==> src/rtl/perceptron_pkg.sv <==
// Shared types and constants for the perceptron trainer and its classifier.
package perceptron_pkg;
   localparam int N_INPUTS_DEF = 16;
   localparam int W_WIDTH_DEF  = 8;

   typedef enum logic [1:0] {
      IDLE   = 2'd0,
      WAIT   = 2'd1,
      UPDATE = 2'd2,
      DONE   = 2'd3
   } state_t;

   // Saturation bounds for weights and bias, also used by the classifier.
   localparam logic signed [W_WIDTH_DEF-1:0] W_MAX = {1'b0, {(W_WIDTH_DEF-1){1'b1}}};
   localparam logic signed [W_WIDTH_DEF-1:0] W_MIN = {1'b1, {(W_WIDTH_DEF-1){1'b0}}};
endpackage

==> src/rtl/perceptron_trainer_if.sv <==
// Sample stream into the trainer: valid/ready handshake with feature vector and label.
interface perceptron_trainer_if
   import perceptron_pkg::*;
#(
   parameter int N_INPUTS = N_INPUTS_DEF
);
   logic                s_valid;
   logic                s_ready;
   logic [N_INPUTS-1:0] s_x;
   logic                s_label;

   modport master (output s_valid, output s_x, output s_label, input s_ready);
   modport slave  (input s_valid, input s_x, input s_label, output s_ready);
endinterface

==> src/rtl/perceptron_trainer_sat_addsub.sv <==
// Combinational saturating +/-LR step on one signed weight, pass-through when disabled.
module sat_addsub
   import perceptron_pkg::*;
#(
   parameter int W_WIDTH = W_WIDTH_DEF,
   parameter int LR      = 1
)(
   input  logic               en,
   input  logic               sub,
   input  logic [W_WIDTH-1:0] a,
   output logic [W_WIDTH-1:0] y
);
   localparam logic [W_WIDTH:0] STEP = (W_WIDTH+1)'(LR);

   logic [W_WIDTH:0] ext;
   logic [W_WIDTH:0] sum;

   always_comb begin
      ext = {a[W_WIDTH-1], a};
      sum = sub ? (ext - STEP) : (ext + STEP);
      y   = a;
      if (en) begin
         // Top two bits disagree only on overflow; the sign bit picks the rail.
         if (sum[W_WIDTH] != sum[W_WIDTH-1])
            y = {sum[W_WIDTH], {(W_WIDTH-1){~sum[W_WIDTH]}}};
         else
            y = sum[W_WIDTH-1:0];
      end
   end
endmodule

==> src/rtl/perceptron_trainer.sv <==
// Online perceptron training stage: latches a sample, waits for the classifier's
// prediction, applies the perceptron rule to the weight bank and counts errors.
//
// state  | meaning
// IDLE   | ready for a sample
// WAIT   | sample forwarded, waiting for pred_valid (bounded by TIMEOUT)
// UPDATE | compare prediction to label, adjust weights/bias on error
// DONE   | one-cycle completion pulse
module perceptron_trainer
   import perceptron_pkg::*;
#(
   parameter int N_INPUTS = N_INPUTS_DEF,
   parameter int W_WIDTH  = W_WIDTH_DEF,
   parameter int LR       = 1,
   parameter int TIMEOUT  = 15
)(
   input  logic                        clk,
   input  logic                        rst_n,
   input  logic                        train_en,
   perceptron_trainer_if.slave         s,
   output logic [N_INPUTS-1:0]         x_out,
   input  logic                        pred_valid,
   input  logic                        pred_class,
   output logic [N_INPUTS*W_WIDTH-1:0] weights,
   output logic [W_WIDTH-1:0]          bias,
   output logic                        upd_done,
   output logic                        err_flag,
   output logic                        timeout_flag,
   output logic [7:0]                  err_count,
   input  logic                        clr_count
);
   localparam int            TW     = $clog2(TIMEOUT + 1);
   localparam logic [TW-1:0] T_LOAD = TW'(TIMEOUT - 1);

   state_t                        state, state_nx;
   logic [TW-1:0]                 timer;
   logic                          label_q;
   logic                          pred_q;
   logic                          err;
   logic [N_INPUTS*W_WIDTH-1:0]   weights_nx;
   logic [W_WIDTH-1:0]            bias_nx;

   assign err = (pred_q != label_q);

   always_ff @(posedge clk or negedge rst_n) begin
      if (!rst_n) state <= IDLE;
      else        state <= state_nx;
   end

   always_comb begin
      state_nx  = state;
      s.s_ready = 1'b0;
      upd_done  = 1'b0;
      case (state)
         IDLE: begin
            s.s_ready = 1'b1;
            if (s.s_valid) state_nx = WAIT;
         end
         WAIT: begin
            if (pred_valid)      state_nx = UPDATE;
            else if (timer == '0) state_nx = DONE;
         end
         UPDATE: state_nx = DONE;
         DONE: begin
            upd_done = 1'b1;
            state_nx = IDLE;
         end
         default: state_nx = IDLE;
      endcase
   end

   // Positive error pushes active weights up, negative error pushes them down.
   for (genvar i = 0; i < N_INPUTS; i++) begin : g_w
      sat_addsub #(.W_WIDTH(W_WIDTH), .LR(LR)) u_w (
         .en  (x_out[i]),
         .sub (~label_q),
         .a   (weights[i*W_WIDTH +: W_WIDTH]),
         .y   (weights_nx[i*W_WIDTH +: W_WIDTH])
      );
   end

   sat_addsub #(.W_WIDTH(W_WIDTH), .LR(LR)) u_bias (
      .en  (1'b1),
      .sub (~label_q),
      .a   (bias),
      .y   (bias_nx)
   );

   always_ff @(posedge clk or negedge rst_n) begin
      if (!rst_n) begin
         x_out        <= '0;
         label_q      <= 1'b0;
         pred_q       <= 1'b0;
         timer        <= '0;
         weights      <= '0;
         bias         <= '0;
         err_flag     <= 1'b0;
         timeout_flag <= 1'b0;
         err_count    <= '0;
      end else begin
         case (state)
            IDLE: begin
               if (s.s_valid) begin
                  x_out   <= s.s_x;
                  label_q <= s.s_label;
                  timer   <= T_LOAD;
               end
            end
            WAIT: begin
               if (pred_valid)       pred_q       <= pred_class;
               else if (timer == '0) timeout_flag <= 1'b1;
               else                  timer        <= timer - TW'(1);
            end
            UPDATE: begin
               err_flag     <= err;
               timeout_flag <= 1'b0;
               if (err && train_en) begin
                  weights <= weights_nx;
                  bias    <= bias_nx;
               end
            end
            default: ;
         endcase

         if (clr_count)
            err_count <= '0;
         else if (state == UPDATE && err && err_count != 8'hFF)
            err_count <= err_count + 8'd1;
      end
   end
endmodule

==> src/flat_wrapper.sv <==
// flat-port wrapper written by rule: the top's interface ports become plain ports
module perceptron_trainer_flat import perceptron_pkg::*;
#(
   parameter int N_INPUTS = N_INPUTS_DEF,
   parameter int W_WIDTH  = W_WIDTH_DEF,
   parameter int LR       = 1,
   parameter int TIMEOUT  = 15
)
  (clk, rst_n, train_en, x_out, pred_valid, pred_class, weights, bias, upd_done, err_flag, timeout_flag, err_count, clr_count, s_s_valid, s_s_x, s_s_label, s_s_ready);
  perceptron_trainer_if #(.N_INPUTS(N_INPUTS)) s_i ();
  input  logic clk;
  input  logic rst_n;
  input  logic train_en;
  output logic [N_INPUTS-1:0] x_out;
  input  logic pred_valid;
  input  logic pred_class;
  output logic [N_INPUTS*W_WIDTH-1:0] weights;
  output logic [W_WIDTH-1:0] bias;
  output logic upd_done;
  output logic err_flag;
  output logic timeout_flag;
  output logic [7:0] err_count;
  input  logic clr_count;
  input wire logic [$bits(s_i.s_valid)-1:0] s_s_valid;
  input wire logic [$bits(s_i.s_x)-1:0] s_s_x;
  input wire logic [$bits(s_i.s_label)-1:0] s_s_label;
  output wire logic [$bits(s_i.s_ready)-1:0] s_s_ready;
  assign s_i.s_valid = s_s_valid;
  assign s_i.s_x = s_s_x;
  assign s_i.s_label = s_s_label;
  assign s_s_ready = s_i.s_ready;
  perceptron_trainer #(.N_INPUTS(N_INPUTS), .W_WIDTH(W_WIDTH), .LR(LR), .TIMEOUT(TIMEOUT)) u_core (.clk(clk), .rst_n(rst_n), .train_en(train_en), .s(s_i), .x_out(x_out), .pred_valid(pred_valid), .pred_class(pred_class), .weights(weights), .bias(bias), .upd_done(upd_done), .err_flag(err_flag), .timeout_flag(timeout_flag), .err_count(err_count), .clr_count(clr_count));
endmodule
==> config.mk <==
export PLATFORM = sky130hd
export DESIGN_NAME = perceptron_trainer_flat
export DESIGN_NICKNAME = d
export VERILOG_FILES = /design/src/rtl/perceptron_pkg.sv /design/src/rtl/perceptron_trainer_if.sv /design/src/rtl/perceptron_trainer_sat_addsub.sv /design/src/rtl/perceptron_trainer.sv /design/src/flat_wrapper.sv
export SDC_FILE = /design/constraint.sdc
export NUM_CORES = 1
export LEC_CHECK = 0
export CELL_PAD_IN_SITES_DETAIL_PLACEMENT = 1
export CELL_PAD_IN_SITES_GLOBAL_PLACEMENT = 1
export CORE_MARGIN = 8
export CORE_UTILIZATION = 40
export CTS_BUF_LIST = sky130_fd_sc_hd__clkbuf_2 sky130_fd_sc_hd__clkbuf_4 sky130_fd_sc_hd__clkbuf_8
export CTS_CLUSTER_DIAMETER = 80
export DETAILED_ROUTE_END_ITERATION = 8
export GPL_TIMING_DRIVEN = 1
export PLACE_DENSITY_LB_ADDON = 0.25
export SLEW_MARGIN = 20
export SYNTH_ARGS = -nofsm -noshare
export SYNTH_HDL_FRONTEND = slang
export SYNTH_SLANG_ARGS = --single-unit
==> constraint.sdc <==
create_clock -name clk -period 6.7 [get_ports clk]
set_input_delay 1.675 -clock clk [delete_from_list [all_inputs] [get_ports clk]]
set_output_delay 1.675 -clock clk [all_outputs]
set_load 0.005 [all_outputs]
Word level (Yosys, flattened, before mapping)
Cells that the tools add are included.
- add/sub/neg operators: 36
- $mul: 0
- divide/modulo/power cells: 0
- order comparisons: 0
- equality and inequality tests: 27
- shifts and indexed selects: 0
- mux-type cells: 49
- bitwise operators: 17
- reduce and logical (&&, ||, !) cells: 30
- operators with widths (kind ; number):
    $add 8x2->9 const B ; 17
    $mux 9 ; 17
    $sub 8x2->9 const B ; 17
    $mux 8 ; 19
    $reduce_and 3->1 ; 17
    $ne 1x1->1 ; 18
    $not 1->1 ; 17
    $mux 4 ; 3
    $add 8x1->8 const B ; 1
    $ne 8x8->1 const B ; 1
    $pmux 2 s4 ; 1
    $pmux 4 s2 ; 1
    $reduce_and 2->1 ; 4
    $mux 2 ; 3
    $ne 2x2->1 const B ; 3
    $reduce_bool 2->1 ; 3
    $eq 2x2->1 const B ; 2
    $logic_not 4->1 ; 1
    $mux 1 ; 4
    $reduce_and 4->1 ; 1
    $sub 4x1->4 const B ; 1
    $logic_and 1x1->1 ; 3
    $ne 3x2->1 const B ; 1
    $eq 2x1->1 const B ; 1
    other kinds (3) ; 3
- flip-flop bits (word level): 170
- bits in latches: 0
- memory bits (writable): 0
- bits in read-only memories: 0
- bits of input ports: 24
- logic and storage cells: 184
- memories kept: 0

Longest topological paths before layout
Gate-level depths: netlist of run 1.
- depth in word-level cells: 5
- mapped depth: 9
- depth with buffers taken out: 8

By module
Synthesis of run 1 repeated with hierarchy kept, for this count alone.
- cell total of the unflattened synthesis: 1722
- area, all modules: 16851.2 sq um
- by module, submodules not included (module ; instances ; cells each ; area each (sq um) ; sequential area each (sq um)):
    perceptron_trainer ; 1 ; 431 ; 6886.6 ; 4254.1
    sat_addsub (u_core.g_w[11].u_w ...) ; 7 ; 74 ; 580.6 ; 0.0
    sat_addsub (u_core.g_w[0].u_w ...) ; 5 ; 78 ; 608.1 ; 0.0
    sat_addsub (u_core.g_w[8].u_w ...) ; 3 ; 75 ; 570.5 ; 0.0
    sat_addsub (u_core.g_w[10].u_w) ; 1 ; 83 ; 588.1 ; 0.0
    sat_addsub (u_core.g_w[7].u_w) ; 1 ; 75 ; 560.5 ; 0.0

Worst setup path after synthesis of run 1
OpenSTA, ideal clock, no wires.
- kind: register to register
- start: reg u_core.label_q
- end: reg u_core.weights[56]
- library setup time: 0.146 ns
- data arrival time: 4.674 ns
- data required time: 6.554 ns
- slack: 1.880 ns
- cell stages (with the launch flop): 10
- clock period less this slack: 4.820 ns
- cell sequence: dfrtp_1 -> inv_1 -> ha_1 -> clkbuf_1 -> and3_1 -> a221oi_2 -> nand3_1 -> mux2_2 -> nand3_1 -> a22oi_1
- word-level cells in the longest chain between the ends: 3
- elaborated cells between the ends (all ways): 7
- classes of those cells: 2 x eq/ne; 2 x mux; 1 x bitwise; 2 x reduce/logical
- RTL lines (element ; RTL line ; source):
    start: declaration ; perceptron_trainer.sv:37 ; logic label_q;
    start signal: assignment ; perceptron_trainer.sv:105 ; label_q <= s.s_label;
    $mux 9 or $ne 1x1->1 (tied branches) ; perceptron_trainer_sat_addsub.sv:20, perceptron_trainer.sv:43 ;
    $ne 1x1->1 (tied with other cells) ; perceptron_trainer_sat_addsub.sv:24 ; if (sum[W_WIDTH] != sum[W_WIDTH-1])
    $mux 8 or $reduce_and 3->1 (tied branches) ; - ;
    end signal: assignment ; perceptron_trainer.sv:118 ; weights <= weights_nx;
    end: declaration ; perceptron_trainer.sv:24 ; output logic [N_INPUTS*W_WIDTH-1:0] weights,
Several ways; a longest one is shown, not always the timed one.
A chain may end at the register's enable or synchronous reset.

Worst setup path after layout of run 1
- start: reg u_core.label_q
- end: reg u_core.weights[48]
The elaborated chain is that of the path after synthesis.

==> summary.md, run 1 <==
- **number of vias after detailed routing** 11460
- **relative area change from synthesis to final layout** 20.14%
- **Critical Path RT** 7.07 ns
- **CP cell instances** inv_4 -> buf_12 -> ha_1 -> a211oi_1 -> nor3_1 -> o41ai_1 -> a21oi_2 -> o21ai_0 -> o21ai_0
- **total die area** 0.03818 mm2
- **post-synthesis cell count** 1440
- **Root Driver** sky130_fd_sc_hd__clkbuf_8
- **Max Fclk** 270.6 MHz
- **Clock Skew** 0.01384 ns
- **Post-Layout Cell Count** 2024
- **antenna violations before repair** 0
- **DRC violations left** 0
- **HP Class** register to register
- **Final TNS setup** 0 ns
- **nets** 1777
- **total buffers and inverters traversed by the critical path** 2
- **total number of yosys warnings** 0
- **weighted congestion reported at the end of routability-driven placement** 0.8510
- **endpoint class of the critical path** register
- **post-synthesis sequential area ratio** 33.04%
- **met3 Usage GRT** 4.178%
- **Port Buf Inserts** 187
- **Core Region** 0.03164 mm2
- **Via-to-Cell Ratio** 5.660
- **number of distinct library cells after synthesis** 72
- **Most common cell on crit path** sky130_fd_sc_hd__o21ai_0
- **number of register bits inferred by synthesis** 170
- **post-synthesis instance area** 0.01287 mm2
- **die height** 195.4 um
- **post-CTS sizing** 0
- **number of routed nets with antenna violations** 0
- **syn_nets** 1606
- **clock input transition at the sequential cells of the worst setup and hold paths** 0.10 ns
- **Avg Synthesized Cell Area** 8.941 um2
- **via count of the first global-routing pass** 12040
- **worst-case hold slack** 0.5288 ns
- **fin crit share** 55.16%
- **initial DRC count** 368
- **top library cells by usage in the layout, fill and taps aside** 186 x sky130_fd_sc_hd__clkdlybuf4s50_1, 175 x sky130_fd_sc_hd__nand2_1, 170 x sky130_fd_sc_hd__dfrtp_1, 135 x sky130_fd_sc_hd__o21ai_0, 127 x sky130_fd_sc_hd__a21oi_1
- **share of cells above drive strength 1** 6.104%
- **DP Wirelength** 28.35 mm
- **routed wirelength normalized by instance count** 18.51 um
- **Final Hold Vio Count** 0
- **unrepaired setup endpoints after global routing** no
- **Max Buffers Root-to-Sink** 2
- **Top Ports** 188
- **busiest layer in global routing** met2
- **Worst Path Class, Setup** register to register
- **pin count of the biggest net entering global routing** 95
- **Post-synth EDFFs** 0
- **clock tree from TritonCTS** yes
- **Setup Fix Bufs, Post-CTS** 0
- **CTS H-tree lvls** 4
- **cts-stage hold buffer count** 0
- **most common cell after layout, fill and taps aside** sky130_fd_sc_hd__clkdlybuf4s50_1
- **data arrival time at the worst-slack endpoint** 4.07 ns
- **first-pass GRT wire length** 62.58 mm
- **critical path's top delay family** compound AO/OA/AOI/OAI gates
- **total instance count after detailed placement** 1994
- **initial cell density of the core** 40.70%
- **Global Route Usage Sum** 19.60%
- **MaxCap Viol Count** 0
- **TritonRoute pass-1 iters** 4
- **met2 GRT Util** 34.55%
- **floorplan die width** 195.4 um
- **final wirelength** 37.46 mm
- **max-slew violation count** 0
- **slowest cell on the critical path** sky130_fd_sc_hd__inv_4
- **share of synthesized registers carrying an async set or reset** 100.0%
- **overflow left after global routing** 0
- **prevailing post-synth register cell** sky130_fd_sc_hd__dfrtp_1
- **highest fanout seen on the critical path** 69
- **outcome** finished clean
- **final critical path time including I/O delays and setup** 3.696 ns
- **Worst Max-Slew Pin Slew** 0.9357 ns
- **startpoint type of the worst setup path** register
- **total CTS buffers** 17
- **Skew-Pair Late Insertion Delay** 0.49 ns
- **worst rel slew slack** 37.62%
- **number of setup violations in the final report** 0
- **Crit path largest cell delay** 0.69 ns
- **number of clock sinks** 170
- **met1 routing resource usage after global routing** 24.24%
- **cell row count** 65
- **number of inserted diodes** 0
[cell families (layout without fill, tap and decap cells)]
logic type	after synthesis	count (layout)	synth area share, %
AO/OA/AOI/OAI	503	503	25.25
multiplexers	42	42	3.528
adder cells (fa/ha/maj)	144	144	14.95
buffers and inverters	61	243	2.284
XOR/XNOR	88	88	6.103
flip-flops	170	170	33.04
AND/OR/NAND/NOR	432	432	14.85
[stage by stage]
stage                     area (um2)  worst slack (ns)  utilization [%]
after floorplan                12870             1.880                -
after global placement         15100             2.929            47.72
after detailed placement       15100             2.758            47.72
after CTS                      15470             3.014            48.89
after global routing           15470             2.750            48.89
final                          15470             3.004            48.89
[final timing paths]
kind                                           startpoint                        endpoint  slack, ns  cells past startpoint
max in group asynchronous                           rst_n     u_core.timer[0]$_DFFE_PN0P_       4.50                      2
max reg2reg                    u_core.label_q$_DFFE_PN0P_  u_core.weights[48]$_DFFE_PN0P_       3.00                      9
min reg2reg                u_core.weights[79]$_DFFE_PN0P_  u_core.weights[79]$_DFFE_PN0P_       0.53                      2
max                            u_core.label_q$_DFFE_PN0P_  u_core.weights[48]$_DFFE_PN0P_       3.00                      9
min in group asynchronous                           rst_n  u_core.weights[25]$_DFFE_PN0P_       1.19                      1
min                        u_core.weights[79]$_DFFE_PN0P_  u_core.weights[79]$_DFFE_PN0P_       0.53                      2
[metal layers]
metal / part of all wire (%) / vias up / wire length [um]
met5: 0 / - / 0
met4: 1.1 / 0 / 401
met3: 3.7 / 28 / 1390
met2: 50 / 143 / 18590
met1: 46 / 5678 / 17090
li1: - / 5606 / -
[final cells by class]
| type | instances | area (um2) |
|---|---|---|
| clock buffer | 20 | 275.3 |
| clock inverter | 10 | 95.09 |
| fill | 3707 | 16170 |
| inverter | 22 | 85.08 |
| multi-input combinational | 1209 | 8327 |
| sequential | 170 | 4254 |
| tap | 402 | 503.0 |
| timing repair buffer | 191 | 1928 |
[synth_stat cells, types with 5 or more instances]
master | count | area, um2
sky130_fd_sc_hd__nand2_1 | 175 | 656.9
sky130_fd_sc_hd__dfrtp_1 | 170 | 4254
sky130_fd_sc_hd__o21ai_0 | 135 | 675.7
sky130_fd_sc_hd__a21oi_1 | 127 | 635.6
sky130_fd_sc_hd__nor2_1 | 126 | 473.0
sky130_fd_sc_hd__ha_1 | 125 | 1564
sky130_fd_sc_hd__xnor2_1 | 46 | 402.9
sky130_fd_sc_hd__xor2_1 | 40 | 350.3
sky130_fd_sc_hd__nand3_1 | 36 | 180.2
sky130_fd_sc_hd__a21o_1 | 34 | 255.2
sky130_fd_sc_hd__a211oi_1 | 24 | 180.2
sky130_fd_sc_hd__o21ai_1 | 24 | 120.1
sky130_fd_sc_hd__inv_1 | 22 | 82.58
sky130_fd_sc_hd__nor2b_1 | 22 | 137.6
sky130_fd_sc_hd__mux2_2 | 21 | 236.5
sky130_fd_sc_hd__clkbuf_1 | 20 | 75.07
sky130_fd_sc_hd__mux2i_1 | 19 | 190.2
sky130_fd_sc_hd__o21bai_1 | 19 | 142.6
sky130_fd_sc_hd__buf_4 | 17 | 127.6
sky130_fd_sc_hd__fa_1 | 17 | 340.3
sky130_fd_sc_hd__a22oi_1 | 16 | 120.1
sky130_fd_sc_hd__nand2b_1 | 15 | 93.84
sky130_fd_sc_hd__nor3_1 | 15 | 75.07
sky130_fd_sc_hd__o31ai_1 | 13 | 97.59
sky130_fd_sc_hd__and2_1 | 12 | 75.07
sky130_fd_sc_hd__o211ai_1 | 11 | 82.58
sky130_fd_sc_hd__o21a_1 | 11 | 82.58
sky130_fd_sc_hd__o31a_1 | 11 | 96.34
sky130_fd_sc_hd__o221a_2 | 10 | 112.6
sky130_fd_sc_hd__and3_1 | 9 | 56.30
sky130_fd_sc_hd__a211o_1 | 6 | 52.55
sky130_fd_sc_hd__a31oi_1 | 6 | 37.54
sky130_fd_sc_hd__or3_1 | 6 | 37.54
sky130_fd_sc_hd__a21oi_2 | 5 | 43.79
sky130_fd_sc_hd__a221oi_2 | 5 | 75.07
[worst reg2reg max path, stage by stage (launching register included)]
cell                       delay, ns
sky130_fd_sc_hd__dfrtp_1        0.46
sky130_fd_sc_hd__inv_4          0.69
sky130_fd_sc_hd__buf_12         0.45
sky130_fd_sc_hd__ha_1           0.38
sky130_fd_sc_hd__a211oi_1       0.36
sky130_fd_sc_hd__nor3_1         0.16
sky130_fd_sc_hd__o41ai_1        0.60
sky130_fd_sc_hd__a21oi_2        0.16
sky130_fd_sc_hd__o21ai_0        0.20
sky130_fd_sc_hd__o21ai_0        0.11
[sequential cells by signal, summed over array words and instances (netlist names)]
register / flops
u_core.bias: 8
u_core.err_count: 8
u_core.err_flag: 1
u_core.label_q: 1
u_core.pred_q: 1
u_core.state: 2
u_core.timeout_flag: 1
u_core.timer: 4
u_core.weights: 128
u_core.x_out: 16
Power of run 1 is not shown: default switching activity piles up to over one toggle a cycle in this logic, so the estimate is an artifact.
==> run 2, diff against run 1 <==
--- a/config.mk
+++ b/config.mk
@@ -8,7 +8,7 @@
 export CELL_PAD_IN_SITES_DETAIL_PLACEMENT = 1
 export CELL_PAD_IN_SITES_GLOBAL_PLACEMENT = 1
 export CORE_MARGIN = 8
-export CORE_UTILIZATION = 40
+export CORE_UTILIZATION = 39
 export CTS_BUF_LIST = sky130_fd_sc_hd__clkbuf_2 sky130_fd_sc_hd__clkbuf_4 sky130_fd_sc_hd__clkbuf_8
 export CTS_CLUSTER_DIAMETER = 80
 export DETAILED_ROUTE_END_ITERATION = 8
==> constraint.sdc (replaced) <==
create_clock -name clk -period 3.05 [get_ports clk]
set_input_delay 0.7625 -clock clk [delete_from_list [all_inputs] [get_ports clk]]
set_output_delay 0.7625 -clock clk [all_outputs]
set_load 0.005 [all_outputs]
==> run 2 against run 1 <==
  * Highest routed layer is now met5
  * Global-route usage rose by 0.43 points
  * Sequential share of layout area fell by 1.2 points
  * First-iteration DRC count rose by 0.82%
==> summary.md, run 2 (same netlist as run 1, synthesis figures left out) <==
- **slowest cell on the critical path** sky130_fd_sc_hd__dfrtp_2
- **initial cell density of the core** 39.57%, -1.1 points
- **DP Wirelength** 29.52 mm, +4.1%
- **Skew-Pair Late Insertion Delay** 0.49 ns, about the same
- **MaxCap Viol Count** 0, unchanged
- **Clock Skew** 0.01237 ns, -0.001473 ns
- **final wirelength** 38.41 mm, +2.5%
- **DRC violations left** 0, unchanged
- **final critical path time including I/O delays and setup** 2.851 ns, -0.8450 ns
- **HP Class** input pin to asynchronous set/reset pin
- **Core Region** 0.03254 mm2, +2.8%
- **die height** 197.7 um, +1.2%
- **number of clock sinks** 170, unchanged
- **Max Buffers Root-to-Sink** 2, unchanged
- **cell row count** 66, +1.5%
- **finished layout cell area** 0.01618 mm2, +4.6%
- **number of inserted diodes** 0, unchanged
- **Global Route Usage Sum** 20.03%, +0.43 points
- **data arrival time at the worst-slack endpoint** 3.24 ns, -0.83 ns
- **startpoint type of the worst setup path** register
- **top library cells by usage in the layout, fill and taps aside** 186 x sky130_fd_sc_hd__clkdlybuf4s50_1, 173 x sky130_fd_sc_hd__nand2_1, 169 x sky130_fd_sc_hd__dfrtp_1, 126 x sky130_fd_sc_hd__nor2_1, 125 x sky130_fd_sc_hd__ha_1
- **Worst Path Class, Setup** register to register
- **overflow left after global routing** 0, unchanged
- **weighted congestion reported at the end of routability-driven placement** 0.8437, -0.86%
- **pin count of the biggest net entering global routing** 68, -28%
- **Crit path largest cell delay** 0.42 ns, -0.27 ns
- **biggest registers after layout** u_core.weights x128, u_core.x_out x16
- **TritonRoute pass-1 iters** 4, unchanged
- **CP cell instances** clkinvlp_4 -> buf_12 -> buf_4 -> ha_1 -> a211oi_1 -> o21ai_1 -> a221o_1 -> xor2_4 -> a21oi_1 -> o31ai_1
- **met1 routing resource usage after global routing** 24.71%, +0.47 points
- **fin crit share** 93.46%, +38 points
- **Via-to-Cell Ratio** 5.547, -2.0%
- **launching point of the worst reg2reg path** u_core.label_q$_DFFE_PN0P_
- **Final Hold Vio Count** 0, unchanged
- **initial DRC count** 371, +0.82%
- **flip-flop count of the largest register after layout** 128, unchanged
- **Worst Reg2Reg Path Length in Cells** 10, +1
- **Final TNS setup** 0 ns, unchanged
- **busiest layer in global routing** met2
- **critical path's top delay family** compound AO/OA/AOI/OAI gates
- **number of routed nets with antenna violations** 0, unchanged
- **timing startpoint of the critical path** u_core.label_q$_DFFE_PN0P_
- **Port Buf Inserts** 187, unchanged
- **met3 Usage GRT** 3.362%, -0.82 points
- **share of cells above drive strength 1** 10.86%, +4.8 points
- **number of vias after detailed routing** 11600, +1.3%
- **Largest Register** u_core.weights
- **setup slack, reg-to-reg** 0.20 ns, -2.80 ns
- **outcome** finished clean
- **number of setup violations in the final report** 0, unchanged
- **Top Ports** 188, unchanged
- **worst rel slew slack** 59.52%, +22 points
- **worst-case hold slack** 0.2810 ns, -0.2478 ns
- **most common cell after layout, fill and taps aside** sky130_fd_sc_hd__clkdlybuf4s50_1
- **routed wirelength normalized by instance count** 18.37 um, -0.74%
- **met2 GRT Util** 35.50%, +0.94 points
- **unrepaired setup endpoints after global routing** no
- **clock tree from TritonCTS** yes
- **Max Fclk** 350.8 MHz, +30%
- **Critical Path RT** 3.44 ns, -3.63 ns
- **total die area** 0.03908 mm2, +2.4%
- **clock input transition at the sequential cells of the worst setup and hold paths** 0.09 ns, about the same
- **CTS H-tree lvls** 4, unchanged
- **antenna violations before repair** 1, +1
- **max-slew violation count** 0, unchanged
- **nets** 1803, +1.5%
- **Worst Max-Slew Pin Slew** 0.6071 ns, -0.3286 ns
- **first-pass GRT wire length** 64.40 mm, +2.9%
- **Stages on worst setup path** 10, +1
- **Root Driver** sky130_fd_sc_hd__clkbuf_8
- **instance area after placement** 0.01570 mm2, +4.0%
- **total buffers and inverters traversed by the critical path** 3, +1
- **highest fanout seen on the critical path** 22, -68%
- **endpoint class of the critical path** register
- **via count of the first global-routing pass** 12520, +4.0%
- **floorplan die width** 197.7 um, +1.2%
- **core utilization of the finished layout** 49.72%, +0.82 points
- **relative area change from synthesis to final layout** 25.64%
- **total CTS buffers** 17, unchanged
## run 2: layer usage
layer / vias up / routed length [um]
li1: 5678 / -
met1: 5741 / 17340
met2: 142 / 19340
met3: 36 / 1128
met4: 2 / 597
met5: - / 12
## run 2: layout make-up
class / count / area (um2)
fill: 3836 / 16360
multi-input combinational: 1209 / 8651
sequential: 170 / 4255
timing repair buffer: 217 / 2176
tap: 442 / 553.0
clock buffer: 21 / 289.0
clock inverter: 10 / 165.2
inverter: 22 / 86.33
## run 2: worst reg2reg max path: cells and delay by family, from the launching register on
family                     cells  cell delay [ns]
DFF                            1             0.42
xor gates and xnor gates       1             0.32
adders and majority gates      1             0.30
buffers and inverters          3             0.52
AOI/OAI and AO/OA              5             1.19
## run 2: final timing paths
| kind | to |
|---|---|
| worst max register to register | u_core.weights[12]$_DFFE_PN0P_ |
| worst max-delay path | u_core.weights[12]$_DFFE_PN0P_ |
| max in group asynchronous | u_core.weights[33]$_DFFE_PN0P_ |
| worst min register to register | u_core.weights[7]$_DFFE_PN0P_ |
| min in group clk | u_core.weights[7]$_DFFE_PN0P_ |
| worst min-delay path | u_core.weights[114]$_DFFE_PN0P_ |
## run 2: through the flow
stage	setup slack (ns)	instances
2_1_floorplan	-1.311	1440
3_3_place_gp	0.2501	2059
3_5_place_dp	0.1126	2059
4_1_cts	0.05411	2090
5_1_grt	0.001671	2091
6_report	0.1994	2091
## run 2: what timing repair did
action | 4_1_cts | 5_1_grt
resized for setup | 0 | 3
setup buffers | 0 | 1
hold buffers | 0 | 0
endpoints found under the setup margin | 0 | 19
endpoints found under the hold margin | 0 | 0
Power of run 2 is left out for the same reason.
==> run 3, diff against run 2 <==
--- a/config.mk
+++ b/config.mk
@@ -5,10 +5,8 @@
 export SDC_FILE = /design/constraint.sdc
 export NUM_CORES = 1
 export LEC_CHECK = 0
-export CELL_PAD_IN_SITES_DETAIL_PLACEMENT = 1
-export CELL_PAD_IN_SITES_GLOBAL_PLACEMENT = 1
 export CORE_MARGIN = 8
-export CORE_UTILIZATION = 39
+export CORE_UTILIZATION = 40
 export CTS_BUF_LIST = sky130_fd_sc_hd__clkbuf_2 sky130_fd_sc_hd__clkbuf_4 sky130_fd_sc_hd__clkbuf_8
 export CTS_CLUSTER_DIAMETER = 80
 export DETAILED_ROUTE_END_ITERATION = 8
==> run 3 against run 2 <==
  * Design area is 1.4% lower
  * Setup slack better by 0.0065 ns
  * Die area is 2.3% lower
  * Worst hold slack better by 0.020 ns
  * Clock skew is 0.0053 ns higher
  * Sequential cell count stayed put
  * Critical path depth is 1 lower
  * Utilization is 0.69 points higher
  * Global-route usage is 2.4 points lower
  * Critical endpoint is now u_core.weights[62]$_DFFE_PN0P_
  * Highest routed layer unchanged
==> summary.md, run 3 (same netlist as run 1, synthesis figures left out) <==
- **outcome** finished clean
- **max-slew violation count** 0, unchanged
- **total instance count after detailed placement** 2003, -2.7%
- **DP Wirelength** 25.25 mm, -14%
- **via count of the first global-routing pass** 11210, -11%
- **Global Route Usage Sum** 17.61%, -2.4 points
- **Top Layer Used** met5
- **first-pass GRT wire length** 56.30 mm, -13%
- **Worst Max-Slew Pin Slew** 0.7298 ns, +0.1227 ns
- **MaxCap Viol Count** 0, unchanged
- **Final Hold Vio Count** 0, unchanged
- **DRC violations left** 0, unchanged
- **Largest Register** u_core.weights
- **sum of met3 wire segment lengths after detailed routing** 2.001 mm, +77%
- **startpoint type of the worst setup path** register
- **data arrival time at the worst-slack endpoint** 3.17 ns, -0.07 ns
- **area used by sequential logic in the layout** 0.004255 mm2, unchanged
- **total buffers and inverters traversed by the critical path** 2, -1
- **floorplan die width** 195.4 um, -1.2%
- **worst-case hold slack** 0.3013 ns, +0.02030 ns
- **cell row count** 65, -1.5%
- **routed wirelength normalized by instance count** 16.44 um, -10%
- **Port Buf Inserts** 187, unchanged
- **top library cells by usage in the layout, fill and taps aside** 186 x sky130_fd_sc_hd__clkdlybuf4s50_1, 173 x sky130_fd_sc_hd__nand2_1, 169 x sky130_fd_sc_hd__dfrtp_1, 126 x sky130_fd_sc_hd__nor2_1, 125 x sky130_fd_sc_hd__ha_1
- **final wirelength** 33.48 mm, -13%
- **critical path's top delay family** compound AO/OA/AOI/OAI gates
- **number of setup violations in the final report** 0, unchanged
- **Top Ports** 188, unchanged
- **combined area of the multi-input logic cells** 0.008663 mm2, +0.14%
- **share of cells above drive strength 1** 9.914%, -0.94 points
- **endpoint class of the critical path** register
- **number of inserted diodes** 0, unchanged
- **nets** 1787, -0.89%
- **Post-Layout Cell Count** 2036, -2.6%
- **Metal-1 WL** 15.20 mm, -12%
- **final critical path time including I/O delays and setup** 2.844 ns, -0.006520 ns
- **CP cell instances** clkinvlp_4 -> buf_16 -> ha_1 -> a21oi_1 -> o21ai_0 -> a41o_1 -> nor2_1 -> mux2i_1 -> a22oi_1
- **Crit path largest cell delay** 0.55 ns, +0.13 ns
- **initial cell density of the core** 40.70%, +1.1 points
- **highest fanout seen on the critical path** 70, +220%
- **HP Class** input pin to asynchronous set/reset pin
- **Max Buffers Root-to-Sink** 2, unchanged
- **overflow left after global routing** 0, unchanged
- **biggest registers after layout** u_core.weights x128, u_core.x_out x16
- **total CTS buffers** 17, unchanged
- **Via-to-Cell Ratio** 5.518, -0.52%
- **clock tree from TritonCTS** yes
- **worst rel slew slack** 51.34%, -8.2 points
- **number of routed nets with antenna violations** 0, unchanged
- **TritonRoute pass-1 iters** 4, unchanged
- **cts-stage hold buffer count** 0, unchanged
- **Critical Path RT** 3.38 ns, -0.06 ns
- **antenna violations before repair** 2, +1
- **relative area change from synthesis to final layout** 23.85%
- **number of vias after detailed routing** 11240, -3.1%
- **Root Driver** sky130_fd_sc_hd__clkbuf_8
- **slowest cell on the critical path** sky130_fd_sc_hd__mux2i_1
- **Worst Path Class, Setup** register to register
- **Clock Skew** 0.01766 ns, +0.005286 ns
- **CTS H-tree lvls** 4, unchanged
- **Max Fclk** 351.6 MHz, +0.23%
- **weighted congestion reported at the end of routability-driven placement** 0.8469, +0.38%
- **instance area after placement** 0.01550 mm2, -1.3%
- **Skew-Pair Late Insertion Delay** 0.48 ns, about the same
- **Core Region** 0.03164 mm2, -2.8%
- **length of routed met2 wiring** 15.70 mm, -19%
- **number of clock sinks** 170, unchanged
- **finished layout cell area** 0.01595 mm2, -1.4%
- **total die area** 0.03818 mm2, -2.3%
- **unrepaired setup endpoints after global routing** no
- **initial DRC count** 509, +37%
- **pin count of the biggest net entering global routing** 73, +7.4%
- **flip-flop count of the largest register after layout** 128, unchanged
- **most common cell after layout, fill and taps aside** sky130_fd_sc_hd__clkdlybuf4s50_1
- **fin crit share** 93.25%, -0.21 points
- **clock input transition at the sequential cells of the worst setup and hold paths** 0.10 ns, about the same
- **Fill cells** 2932, -24%
- **die height** 195.4 um, -1.2%
==> run 3: cell types whose count changed in the layout (fill, tap and decap cells not counted), sizes merged, moves of 2 or more <==
cell | previous run | this run
bufinv | 4 | 2
inv | 21 | 24
clkinvlp | 1 | 3
buf | 30 | 14
clkbuf | 22 | 20
==> run 3: path summary, 6_finish.rpt <==
kind | endpoint | start | slack (ns) | depth (start not counted)
setup / recovery | u_core.weights[62]$_DFFE_PN0P_ | u_core.label_q$_DFFE_PN0P_ | 0.21 | 9
min in group clk | u_core.weights[98]$_DFFE_PN0P_ | u_core.weights[98]$_DFFE_PN0P_ | 0.53 | 2
hold / removal | u_core.weights[5]$_DFFE_PN0P_ | rst_n | 0.30 | 1
max in group asynchronous | u_core.weights[90]$_DFFE_PN0P_ | rst_n | 1.88 | 2
hold reg to reg | u_core.weights[98]$_DFFE_PN0P_ | u_core.weights[98]$_DFFE_PN0P_ | 0.53 | 2
setup reg to reg | u_core.weights[62]$_DFFE_PN0P_ | u_core.label_q$_DFFE_PN0P_ | 0.21 | 9
==> run 3: per-stage QoR <==
step	util [%]	TNS, ns	worst slack, ns
final	50.40	0	0.2059
after CTS	50.29	0	0.1845
after global placement	49.00	0	0.2621
after floorplan	-	-153.00	-1.311
after global routing	50.40	0	0.01769
after detailed placement	49.00	0	0.1930
==> run 3: what timing repair did <==
action,4_1_cts,5_1_grt
gates resized for setup,0,3
setup buffers,0,0
setup endpoints to repair,0,7
==> run 3: final cells by class <==
type	instances	area share (%)
Sequential cell	170	26.69
Timing Repair Buffer	200	12.72
Inverter	22	0.5414
Tap cell	402	3.154
Multi-Input combinational cell	1210	54.33
Clock buffer	20	1.687
Clock inverter	12	0.8788
==> run 3: worst reg2reg max path: stages (launching register included) <==
cell,delay [ns]
sky130_fd_sc_hd__dfrtp_2,0.45
sky130_fd_sc_hd__clkinvlp_4,0.14
sky130_fd_sc_hd__buf_16,0.33
sky130_fd_sc_hd__ha_1,0.38
sky130_fd_sc_hd__a21oi_1,0.21
sky130_fd_sc_hd__o21ai_0,0.11
sky130_fd_sc_hd__a41o_1,0.25
sky130_fd_sc_hd__nor2_1,0.14
sky130_fd_sc_hd__mux2i_1,0.55
sky130_fd_sc_hd__a22oi_1,0.15
==> run 3: layer usage <==
layer / up-vias / GRT usage (%)
met5: - / 0
met4: 4 / 4.716
met3: 37 / 5.072
met2: 209 / 29.71
met1: 5339 / 21.71
li1: 5646 / -
Power of run 3 is left out for the same reason.
